===== config.mk =====
export PLATFORM = sky130hd
export DESIGN_NAME = mem_port_arbiter
export DESIGN_NICKNAME = d
export VERILOG_FILES = /design/src/rtl/mem_arb_pkg.sv /design/src/rtl/arb_timeout_ctr.sv /design/src/rtl/mem_port_arbiter.sv
export SDC_FILE = /design/constraint.sdc
export NUM_CORES = 1
export LEC_CHECK = 0
export CAP_MARGIN = 0
export CORE_MARGIN = 8
export CORE_UTILIZATION = 40
export DETAILED_ROUTE_END_ITERATION = 10
export GPL_TIMING_DRIVEN = 0
export MAX_ROUTING_LAYER = met4
export PLACE_DENSITY = 0.8
export SYNTH_ARGS = -nofsm -noshare
export SYNTH_HDL_FRONTEND = slang
export SYNTH_HIERARCHICAL = 1
export SYNTH_SLANG_ARGS = --single-unit
export TNS_END_PERCENT = 20

===== constraint.sdc =====
create_clock -name clk -period 4.4 [get_ports clk]
set_input_delay 0.88 -clock clk [delete_from_list [all_inputs] [get_ports clk]]
set_output_delay 0.88 -clock clk [all_outputs]
set_load 0.03 [all_outputs]

===== src/rtl/mem_arb_pkg.sv =====
`timescale 1ns/1ps
// mem_arb_pkg: shared types and default widths for the unified memory port
// arbiter (IF fetch vs. DM load/store). Imported by mem_port_arbiter and
// arb_timeout_ctr.
package mem_arb_pkg;

  localparam int ARB_AW = 32;
  localparam int ARB_DW = 32;

  typedef enum logic [1:0] {
    IDLE    = 2'd0,
    WAIT_IF = 2'd1,
    WAIT_DM = 2'd2
  } arb_state_e;

  typedef enum logic {
    OWN_IF = 1'b0,
    OWN_DM = 1'b1
  } arb_owner_e;

endpackage


===== src/rtl/arb_timeout_ctr.sv =====
`timescale 1ns/1ps
// arb_timeout_ctr: response watchdog for the memory port arbiter. Cleared when
// an access is granted, counts while enabled, and raises o_expired once the
// count reaches TIMEOUT-1 (it then holds there until the next clear).
module arb_timeout_ctr
  import mem_arb_pkg::*;
#(
  parameter int TIMEOUT = 64
) (
  input  logic clk,
  input  logic rst,
  input  logic i_clear,
  input  logic i_en,
  output logic o_expired
);

  localparam int CW = (TIMEOUT > 1) ? $clog2(TIMEOUT) : 1;
  localparam logic [CW-1:0] LAST = CW'(TIMEOUT - 1);

  logic [CW-1:0] r_count;

  // Count waiting cycles; stop at the terminal value so the flag stays stable.
  always_ff @(posedge clk or negedge rst) begin
    if (!rst) begin
      r_count <= '0;
    end else if (i_clear) begin
      r_count <= '0;
    end else if (i_en && !o_expired) begin
      r_count <= r_count + CW'(1);
    end
  end

  assign o_expired = (r_count == LAST);

endmodule


===== src/rtl/mem_port_arbiter.sv =====
`timescale 1ns/1ps
// mem_port_arbiter: shares the single memory port between instruction fetch
// (IF) and the load/store unit (DM), one outstanding access at a time.
// DM has priority, but after MAX_DM_RUN back-to-back DM grants with IF waiting,
// IF is forced through. A response watchdog aborts silent accesses and sets a
// sticky err flag. Optional macro MEM_ARB_PERF_EN adds stall/transfer counters.
module mem_port_arbiter
  import mem_arb_pkg::*;
#(
  parameter int AW         = ARB_AW,
  parameter int DW         = ARB_DW,
  parameter int MAX_DM_RUN = 4,
  parameter int TIMEOUT    = 64
) (
  input  logic            clk,
  input  logic            rst,
  input  logic            if_req,
  input  logic [AW-1:0]   if_addr,
  output logic            if_gnt,
  output logic            if_rvalid,
  output logic [DW-1:0]   if_rdata,
  input  logic            dm_req,
  input  logic            dm_we,
  input  logic [AW-1:0]   dm_addr,
  input  logic [DW-1:0]   dm_wdata,
  input  logic [DW/8-1:0] dm_be,
  output logic            dm_gnt,
  output logic            dm_rvalid,
  output logic [DW-1:0]   dm_rdata,
  output logic            mem_req,
  output logic            mem_we,
  output logic [AW-1:0]   mem_addr,
  output logic [DW-1:0]   mem_wdata,
  output logic [DW/8-1:0] mem_be,
  input  logic            mem_rvalid,
  input  logic [DW-1:0]   mem_rdata,
`ifdef MEM_ARB_PERF_EN
  output logic [31:0]     if_stall_cnt,
  output logic [31:0]     dm_stall_cnt,
  output logic [31:0]     xfer_cnt,
`endif
  output logic            err
);

  localparam int BW    = DW / 8;
  localparam int RUN_W = $clog2(MAX_DM_RUN + 1);
  localparam logic [RUN_W-1:0] RUN_MAX = RUN_W'(MAX_DM_RUN);

  arb_state_e       r_state;
  arb_state_e       w_nextState;
  arb_owner_e       w_owner;
  logic             w_ifWin;
  logic             w_gntOk;
  logic             w_ifGnt;
  logic             w_dmGnt;
  logic             w_waiting;
  logic             w_respOk;
  logic             w_timeout;
  logic             w_done;
  logic             w_expired;

  logic             r_memReq;
  logic             r_memWe;
  logic [AW-1:0]    r_memAddr;
  logic [DW-1:0]    r_memWdata;
  logic [BW-1:0]    r_memBe;
  logic             r_ifRvalid;
  logic             r_dmRvalid;
  logic [DW-1:0]    r_ifRdata;
  logic [DW-1:0]    r_dmRdata;
  logic             r_err;
  logic [RUN_W-1:0] r_dmRun;

  // IF wins alone, or when DM has already used up its run while IF waited.
  assign w_ifWin = if_req && (!dm_req || (r_dmRun == RUN_MAX));
  // The cycle carrying a response pulse is already IDLE but must not grant,
  // which keeps grant-to-grant spacing at four cycles.
  assign w_gntOk = !r_ifRvalid && !r_dmRvalid;

  assign w_waiting = (r_state == WAIT_IF) || (r_state == WAIT_DM);
  assign w_owner   = (r_state == WAIT_DM) ? OWN_DM : OWN_IF;
  // A response is only accepted once mem_req has been presented to memory.
  assign w_respOk  = w_waiting && !r_memReq && mem_rvalid;
  assign w_timeout = w_waiting && !w_respOk && w_expired;
  assign w_done    = w_respOk || w_timeout;

  arb_timeout_ctr #(
    .TIMEOUT (TIMEOUT)
  ) u_timer (
    .clk       (clk),
    .rst       (rst),
    .i_clear   (w_ifGnt || w_dmGnt),
    .i_en      (w_waiting),
    .o_expired (w_expired)
  );

  // Next-state and grant decode: grants only from IDLE, only to the winner.
  always_comb begin
    w_nextState = r_state;
    w_ifGnt     = 1'b0;
    w_dmGnt     = 1'b0;
    case (r_state)
      IDLE: begin
        if (w_gntOk) begin
          if (w_ifWin) begin
            w_ifGnt     = 1'b1;
            w_nextState = WAIT_IF;
          end else if (dm_req) begin
            w_dmGnt     = 1'b1;
            w_nextState = WAIT_DM;
          end
        end
      end
      WAIT_IF, WAIT_DM: begin
        if (w_done) begin
          w_nextState = IDLE;
        end
      end
      default: w_nextState = IDLE;
    endcase
  end

  // State register; reset abandons any access in flight.
  always_ff @(posedge clk or negedge rst) begin
    if (!rst) begin
      r_state <= IDLE;
    end else begin
      r_state <= w_nextState;
    end
  end

  // Capture the granted request into the memory port; mem_req is a one-cycle pulse.
  // Fetches are full-word reads, so they drive all byte enables.
  always_ff @(posedge clk or negedge rst) begin
    if (!rst) begin
      r_memReq   <= 1'b0;
      r_memWe    <= 1'b0;
      r_memAddr  <= '0;
      r_memWdata <= '0;
      r_memBe    <= '0;
    end else begin
      r_memReq <= w_ifGnt || w_dmGnt;
      if (w_ifGnt) begin
        r_memWe    <= 1'b0;
        r_memAddr  <= if_addr;
        r_memWdata <= '0;
        r_memBe    <= '1;
      end else if (w_dmGnt) begin
        r_memWe    <= dm_we;
        r_memAddr  <= dm_addr;
        r_memWdata <= dm_wdata;
        r_memBe    <= dm_be;
      end
    end
  end

  // Route the response (or a zero on timeout) to the owner; rdata holds between responses.
  always_ff @(posedge clk or negedge rst) begin
    if (!rst) begin
      r_ifRvalid <= 1'b0;
      r_dmRvalid <= 1'b0;
      r_ifRdata  <= '0;
      r_dmRdata  <= '0;
      r_err      <= 1'b0;
    end else begin
      r_ifRvalid <= w_done && (w_owner == OWN_IF);
      r_dmRvalid <= w_done && (w_owner == OWN_DM);
      if (w_done && (w_owner == OWN_IF)) begin
        r_ifRdata <= w_respOk ? mem_rdata : '0;
      end
      if (w_done && (w_owner == OWN_DM)) begin
        r_dmRdata <= w_respOk ? mem_rdata : '0;
      end
      if (w_timeout) begin
        r_err <= 1'b1;
      end
    end
  end

  // Track consecutive DM grants that overtook a waiting fetch.
  always_ff @(posedge clk or negedge rst) begin
    if (!rst) begin
      r_dmRun <= '0;
    end else if (w_ifGnt) begin
      r_dmRun <= '0;
    end else if (w_dmGnt) begin
      if (!if_req) begin
        r_dmRun <= '0;
      end else if (r_dmRun != RUN_MAX) begin
        r_dmRun <= r_dmRun + RUN_W'(1);
      end
    end
  end

`ifdef MEM_ARB_PERF_EN
  logic [31:0] r_ifStallCnt;
  logic [31:0] r_dmStallCnt;
  logic [31:0] r_xferCnt;

  // Free-running wrapping counters for stalls and completed transactions.
  always_ff @(posedge clk or negedge rst) begin
    if (!rst) begin
      r_ifStallCnt <= '0;
      r_dmStallCnt <= '0;
      r_xferCnt    <= '0;
    end else begin
      if (if_req && !w_ifGnt) r_ifStallCnt <= r_ifStallCnt + 32'd1;
      if (dm_req && !w_dmGnt) r_dmStallCnt <= r_dmStallCnt + 32'd1;
      if (w_done)             r_xferCnt    <= r_xferCnt + 32'd1;
    end
  end

  assign if_stall_cnt = r_ifStallCnt;
  assign dm_stall_cnt = r_dmStallCnt;
  assign xfer_cnt     = r_xferCnt;
`endif

  assign if_gnt    = w_ifGnt;
  assign dm_gnt    = w_dmGnt;
  assign if_rvalid = r_ifRvalid;
  assign if_rdata  = r_ifRdata;
  assign dm_rvalid = r_dmRvalid;
  assign dm_rdata  = r_dmRdata;
  assign mem_req   = r_memReq;
  assign mem_we    = r_memWe;
  assign mem_addr  = r_memAddr;
  assign mem_wdata = r_memWdata;
  assign mem_be    = r_memBe;
  assign err       = r_err;

endmodule


* Word-level counts from Yosys, hierarchy flattened
Cells that the tools add are included.
** Storage, ports and cells
- Output and inout port bits :: 139
- Register bits after elaboration :: 148
- Input bits :: 138
- Word-level logic and storage cells :: 78
** Cells by class
- Mux-type cells :: 28
- Bitwise gates (word level) :: 1
- Add/subtract/negate cells :: 2
- Equality and inequality tests :: 9
- Reduce and logical (&&, ||, !) cells :: 25
** Operators with widths (count)
- $mux 32 :: 5
- $mux 3 :: 4
- $mux 6 :: 2
- $mux 1 :: 10
- $logic_and 1x1->1 :: 9
- $mux 2 :: 4
- $mux 4 :: 2
- $add 6x1->6 const B :: 1
- $eq 6x6->1 const B :: 1
- $logic_not 1->1 :: 6
- $ne 3x3->1 const B :: 2
- $logic_or 1x1->1 :: 4
- $ne 2x2->1 const B :: 2
- $pmux 2 s2 :: 1
- $reduce_bool 2->1 :: 2
- $add 3x1->3 const B :: 1
- $eq 3x3->1 const B :: 1
- $ne 3x1->1 const B :: 1
- $reduce_and 3->1 :: 1
- $eq 2x1->1 const B :: 1
- $eq 2x2->1 const B :: 1
- $logic_not 2->1 :: 1
- $reduce_and 2->1 :: 1
- $reduce_or 2->1 :: 1
- $not 1->1 :: 1

* Depth between registers and ports, before layout
- Word-level depth :: 10
- Gate-level depth with buffers :: 10

* Modules after synthesis
The synthesis kept the hierarchy.
** By module, submodules not included
- mem_port_arbiter :: seq. area each 3553.4 sq um, area an instance 5654.2 sq um, instances 1, cells each 529
- arb_timeout_ctr :: seq. area each 150.1 sq um, area an instance 380.4 sq um, instances 1, cells each 39

* Worst setup path after synthesis
Ideal clock, no wire load.
- Path type :: in2out
- Start point :: input dm_req
- End point :: output if_gnt
- Stages :: 4
- Arrival :: 1.882 ns
- Setup slack :: 1.638 ns
- Buffers on the path :: 1
- Required time :: 3.520 ns
- Cells stage by stage :: a21bo_2 -> nand4_2 -> clkinv_1 -> clkbuf_1
** Between the ends
- Longest elaborated chain between the ends :: 6
** Ends and longest elaborated chain
- start, declared :: RTL line mem_port_arbiter.sv:22 : input logic dm_req,
- $logic_not 1->1 :: RTL line mem_port_arbiter.sv:75 : assign w_ifWin = if_req && (!dm_req || (r_dmRun == RUN_MAX));
- $logic_or 1x1->1 :: RTL line mem_port_arbiter.sv:75
- $logic_and 1x1->1 :: RTL line mem_port_arbiter.sv:75
- $mux 1 :: RTL line mem_port_arbiter.sv:105 : if (w_ifWin) begin
- $mux 1 :: RTL line mem_port_arbiter.sv:104 : if (w_gntOk) begin
- $mux 1 :: RTL line mem_port_arbiter.sv:102 : case (r_state)
- end, declared :: RTL line mem_port_arbiter.sv:19 : output logic if_gnt,
No other way between the ends.

* Final worst setup path
Same ends and word-level chain as after synthesis.

==> impl_results.rst <==
.. list-table::
   :header-rows: 1

   * - Metric
     - Value
   * - Final standard cell area without fillers
     - ~9700 um^2
   * - Hold Path Class
     - in -> async
   * - TritonCTS Buffers
     - 17
   * - Part of the Yosys area used for sequential elements
     - between 60% and 70%
   * - Maximum count of clock buffers along a single path
     - 2
   * - Slew headroom
     - between 50 and 60%
   * - Largest fanout on the critical path
     - 10
   * - Number of detailed-routing iterations run before antenna repair
     - 5
   * - Antenna cell count
     - 0
   * - Hold violation total from the final report
     - 0
   * - Ratio of cells with drive above 1 in the final layout
     - under 10%
   * - Number of fill cells in the layout
     - 1,163
   * - Gates resized, CTS repair
     - 0
   * - H-tree depth reported by CTS
     - 4
   * - Number of clock sinks seen by CTS
     - ~150
   * - Clk slew on worst S/H paths
     - about 0.06 ns
   * - Site row count
     - between 40 and 50
   * - Post-CTS setup repair buffer count
     - 0
   * - Crit share post-route
     - between 90% and 100%
   * - Routed wirelength normalized by instance count
     - 18.91 um
   * - RSZ-0062 raised after global routing
     - no
   * - Worst clock skew
     - 0.01007 ns
   * - Mean instance size in the synthesized netlist
     - 10.62 um^2
   * - Synth area leader
     - sky130_fd_sc_hd__dfrtp_1
   * - Port Buf Inserts
     - ~280
   * - Leakage Power
     - ~4.2 nW
   * - Achievable frequency
     - approximately 240 MHz
   * - Total track usage
     - 21.50%
   * - Worst endpoint required time
     - 3.52 ns
   * - Share of power burned in the clock network
     - between 10% and 20%
   * - Signed area change from the synthesized netlist to the final layout
     - 60.25%
   * - Final global-route overflow total
     - 0
   * - Flop and latch count out of synthesis
     - 148
   * - HPWL after detailed placement
     - about 15,000 um
   * - Startpoint kind of the worst setup timing path
     - input port
   * - Net switching power
     - ~3.4 mW
   * - Die area
     - 19,270 um^2
   * - Element type at the critical path end
     - primary output
   * - First DRT Iteration DRCs
     - 307
   * - EDFF count, synth
     - 0
   * - Wire length of the first global-routing pass
     - ~32,000 um
   * - Pin count of the biggest net entering global routing
     - slightly above 80
   * - Antenna violations before repair
     - 0
   * - Synth async-reset ratio
     - 100.0%
   * - Detailed Route WL
     - around 20,000 um
   * - Worst reg-to-reg setup slack
     - approximately 1.9 ns
   * - Overall die width
     - between 100 and 150 um
   * - Flop pwr share
     - approximately 29%
   * - Vias
     - between 5,000 and 6,000
   * - Internal Power
     - 4.715 mW
   * - # hold bufs at CTS
     - 0
   * - Global placement routability congestion
     - ~0.83
   * - Synthesis Warnings
     - 6
   * - Setup Crit Path Kind
     - in -> out
   * - TritonCTS clock tree
     - built
   * - Dominant synthesized flop cell
     - sky130_fd_sc_hd__dfrtp_1
   * - Nets in the synthesized netlist
     - roughly 700
   * - Fraction of synthesized cell area taken by the top area cell type
     - about three fifths
   * - Data arrival at the endpoint of the critical path
     - around 3.2 ns
   * - Transition time at the pin with the least slew margin
     - around 0.64 ns
   * - Number of pins with negative max-slew slack in the final report
     - 0
   * - Total core area
     - 14,980 um^2
   * - Die Span Y
     - ~140 um
   * - Setup Viol. Count Final
     - 0
   * - Count of pins on the block boundary
     - roughly 280
   * - Vias in the first global route
     - roughly 5,700
   * - MaxCap Viol Count
     - 0
   * - Synth Cell Area
     - between 6000 and 7000 um^2
   * - Cell types occupying the most area after synthesis
     - sky130_fd_sc_hd__dfrtp_1 61%, sky130_fd_sc_hd__nand2_1 9.1%, sky130_fd_sc_hd__a22o_1 8.9%
   * - Maximum ir drop on the vdd rail
     - between 0.0004 and 0.0005 V
   * - Syn Inst Count
     - roughly 570
   * - Power density over the cells
     - approximately 840 nW/um^2
   * - Distinct cells, synth
     - 43
   * - Run status
     - complete, no violations
   * - Final layout net count
     - around 1,000
   * - Fraction of the core area covered by cells at the end of the flow
     - 64.57%
   * - Count of nets left with antenna violations after detail routing
     - 0
   * - Starting density of the core
     - 40.29%
   * - Vias per cell
     - between 5 and 6
   * - Clock latency on the worst-skew pair
     - approximately 0.41 ns
   * - Post-layout minimum cycle time
     - roughly 4.1 ns
   * - Clock Root Buffer
     - sky130_fd_sc_hd__clkbuf_16
   * - Switching Fraction
     - between 40% and 50%
   * - Number of remaining DRC errors
     - 0
   * - Placed Instance Area
     - between 9000 and 10,000 um^2
   * - Combinational power share
     - roughly 53%
==> layout by cell type (no fill, tap or decap), drive strengths merged, types with 5 or more instances in the layout <==
cell type	instances
dfrtp	148
buf	26
nor2	35
nor3b	5
clkbuf	38
nand3	9
a22o	65
a21oi	37
nand2	148
inv	12
a31oi	33
clkdlybuf4s50	275
ha	5
==> registers in the layout (all words and copies together) (netlist names) <==
register and count:
mem_req 1, r_dmRun 3, mem_be 4, dm_rdata 32
u_timer/r_count 6, if_rvalid 1, mem_wdata 32, mem_addr 32
dm_rvalid 1, mem_we 1, err 1, r_state 2
if_rdata 32
==> path summary, 6_finish.rpt <==
path / start / end / depth (start not counted)
setup reg to reg: r_state[1]$_DFFE_PN0P_ / u_timer/r_count[1]$_DFFE_PN0P_ / 10
max in group asynchronous: rst / mem_wdata[20]$_DFFE_PN0P_ / 2
hold reg to reg: err$_DFFE_PN0P_ / err$_DFFE_PN0P_ / 1
hold / removal: rst / dm_rdata[16]$_DFFE_PN0P_ / 1
min in group clk: err$_DFFE_PN0P_ / err$_DFFE_PN0P_ / 1
setup / recovery: dm_req / if_gnt / 6
==> synth_stat cells, types with 2 or more instances <==
library cell	number
sky130_fd_sc_hd__a21oi_1	37
sky130_fd_sc_hd__a22o_1	61
sky130_fd_sc_hd__a22o_2	4
sky130_fd_sc_hd__a31oi_1	33
sky130_fd_sc_hd__buf_1	2
sky130_fd_sc_hd__buf_2	16
sky130_fd_sc_hd__buf_6	2
sky130_fd_sc_hd__buf_8	3
sky130_fd_sc_hd__clkbuf_1	17
sky130_fd_sc_hd__dfrtp_1	148
sky130_fd_sc_hd__ha_1	5
sky130_fd_sc_hd__inv_1	9
sky130_fd_sc_hd__mux2i_1	2
sky130_fd_sc_hd__nand2_1	147
sky130_fd_sc_hd__nand2b_1	2
sky130_fd_sc_hd__nand3_1	9
sky130_fd_sc_hd__nand4_1	2
sky130_fd_sc_hd__nand4b_1	2
sky130_fd_sc_hd__nor2_1	35
sky130_fd_sc_hd__nor2b_4	2
sky130_fd_sc_hd__nor3_1	2
sky130_fd_sc_hd__nor3b_1	5
sky130_fd_sc_hd__o211ai_1	2
sky130_fd_sc_hd__o21ai_0	2
==> metrics by stage <==
stage / power, mW / setup WS, ns / TNS, ns / instances / hold slack (ns)
4_1_cts: 8.216 / 0.2414 / 0 / 1065 / 0.4655
2_1_floorplan: 4.841 / 1.638 / 0 / 568 / 0.5103
6_report: 8.142 / 0.3039 / 0 / 1065 / 0.4514
3_3_place_gp: 6.599 / -3.600 / -530.68 / 1032 / 0.4496
5_1_grt: 8.599 / 0.08946 / 0 / 1065 / 0.4771
3_5_place_dp: 6.677 / 0.2601 / 0 / 1033 / 0.4526
==> metal layers <==
| metal | global-route usage [%] | routed length (um) |
|---|---|---|
| met5 | - | 0 |
| met4 | 9.243 | 635 |
| met3 | 6.265 | 1214 |
| met1 | 25.06 | 8371 |
| met2 | 34.18 | 9916 |
==> layout make-up <==
| cell class | instances | area, um^2 | area share, % |
|---|---|---|---|
| inverter | 11 | 41.29 | 0.4270 |
| multi-input combinational | 368 | 2063 | 21.34 |
| buffer | 41 | 226.5 | 2.342 |
| clock buffer | 21 | 460.4 | 4.761 |
| sequential | 148 | 3704 | 38.30 |
| clock inverter | 11 | 148.9 | 1.540 |
| tap | 188 | 235.2 | 2.432 |
| timing repair buffer | 277 | 2791 | 28.87 |
==> power groups by stage <==
stage / sequential (mW) / clock [mW] / combinational (mW)
2_1_floorplan: 3.42 / 0 / 1.42
3_3_place_gp: 2.32 / 0 / 4.28
3_5_place_dp: 2.34 / 0 / 4.34
4_1_cts: 2.33 / 1.52 / 4.37
5_1_grt: 2.40 / 1.58 / 4.62
6_report: 2.33 / 1.49 / 4.31
==> cell families (layout without fill, tap and decap cells) <==
kind of cell,count (synthesis),after routing,share of synthesized area (%)
AND/OR/NAND/NOR,215,215,15.38
flip-flops,148,148,61.37
AO/OA/AOI/OAI,146,146,17.44
buffers and inverters,52,361,4.437
adder cells (fa/ha/maj),5,5,1.037
multiplexers,2,2,0.3318
==> worst max-delay path, stage by stage <==
cell                              delay (ns)
sky130_fd_sc_hd__clkdlybuf4s50_1        0.43
sky130_fd_sc_hd__a21bo_2                0.21
sky130_fd_sc_hd__nand4_2                0.26
sky130_fd_sc_hd__clkinv_1               0.26
sky130_fd_sc_hd__clkbuf_1               0.40
sky130_fd_sc_hd__clkdlybuf4s50_1        0.76
(Power assumes the default switching activity.)
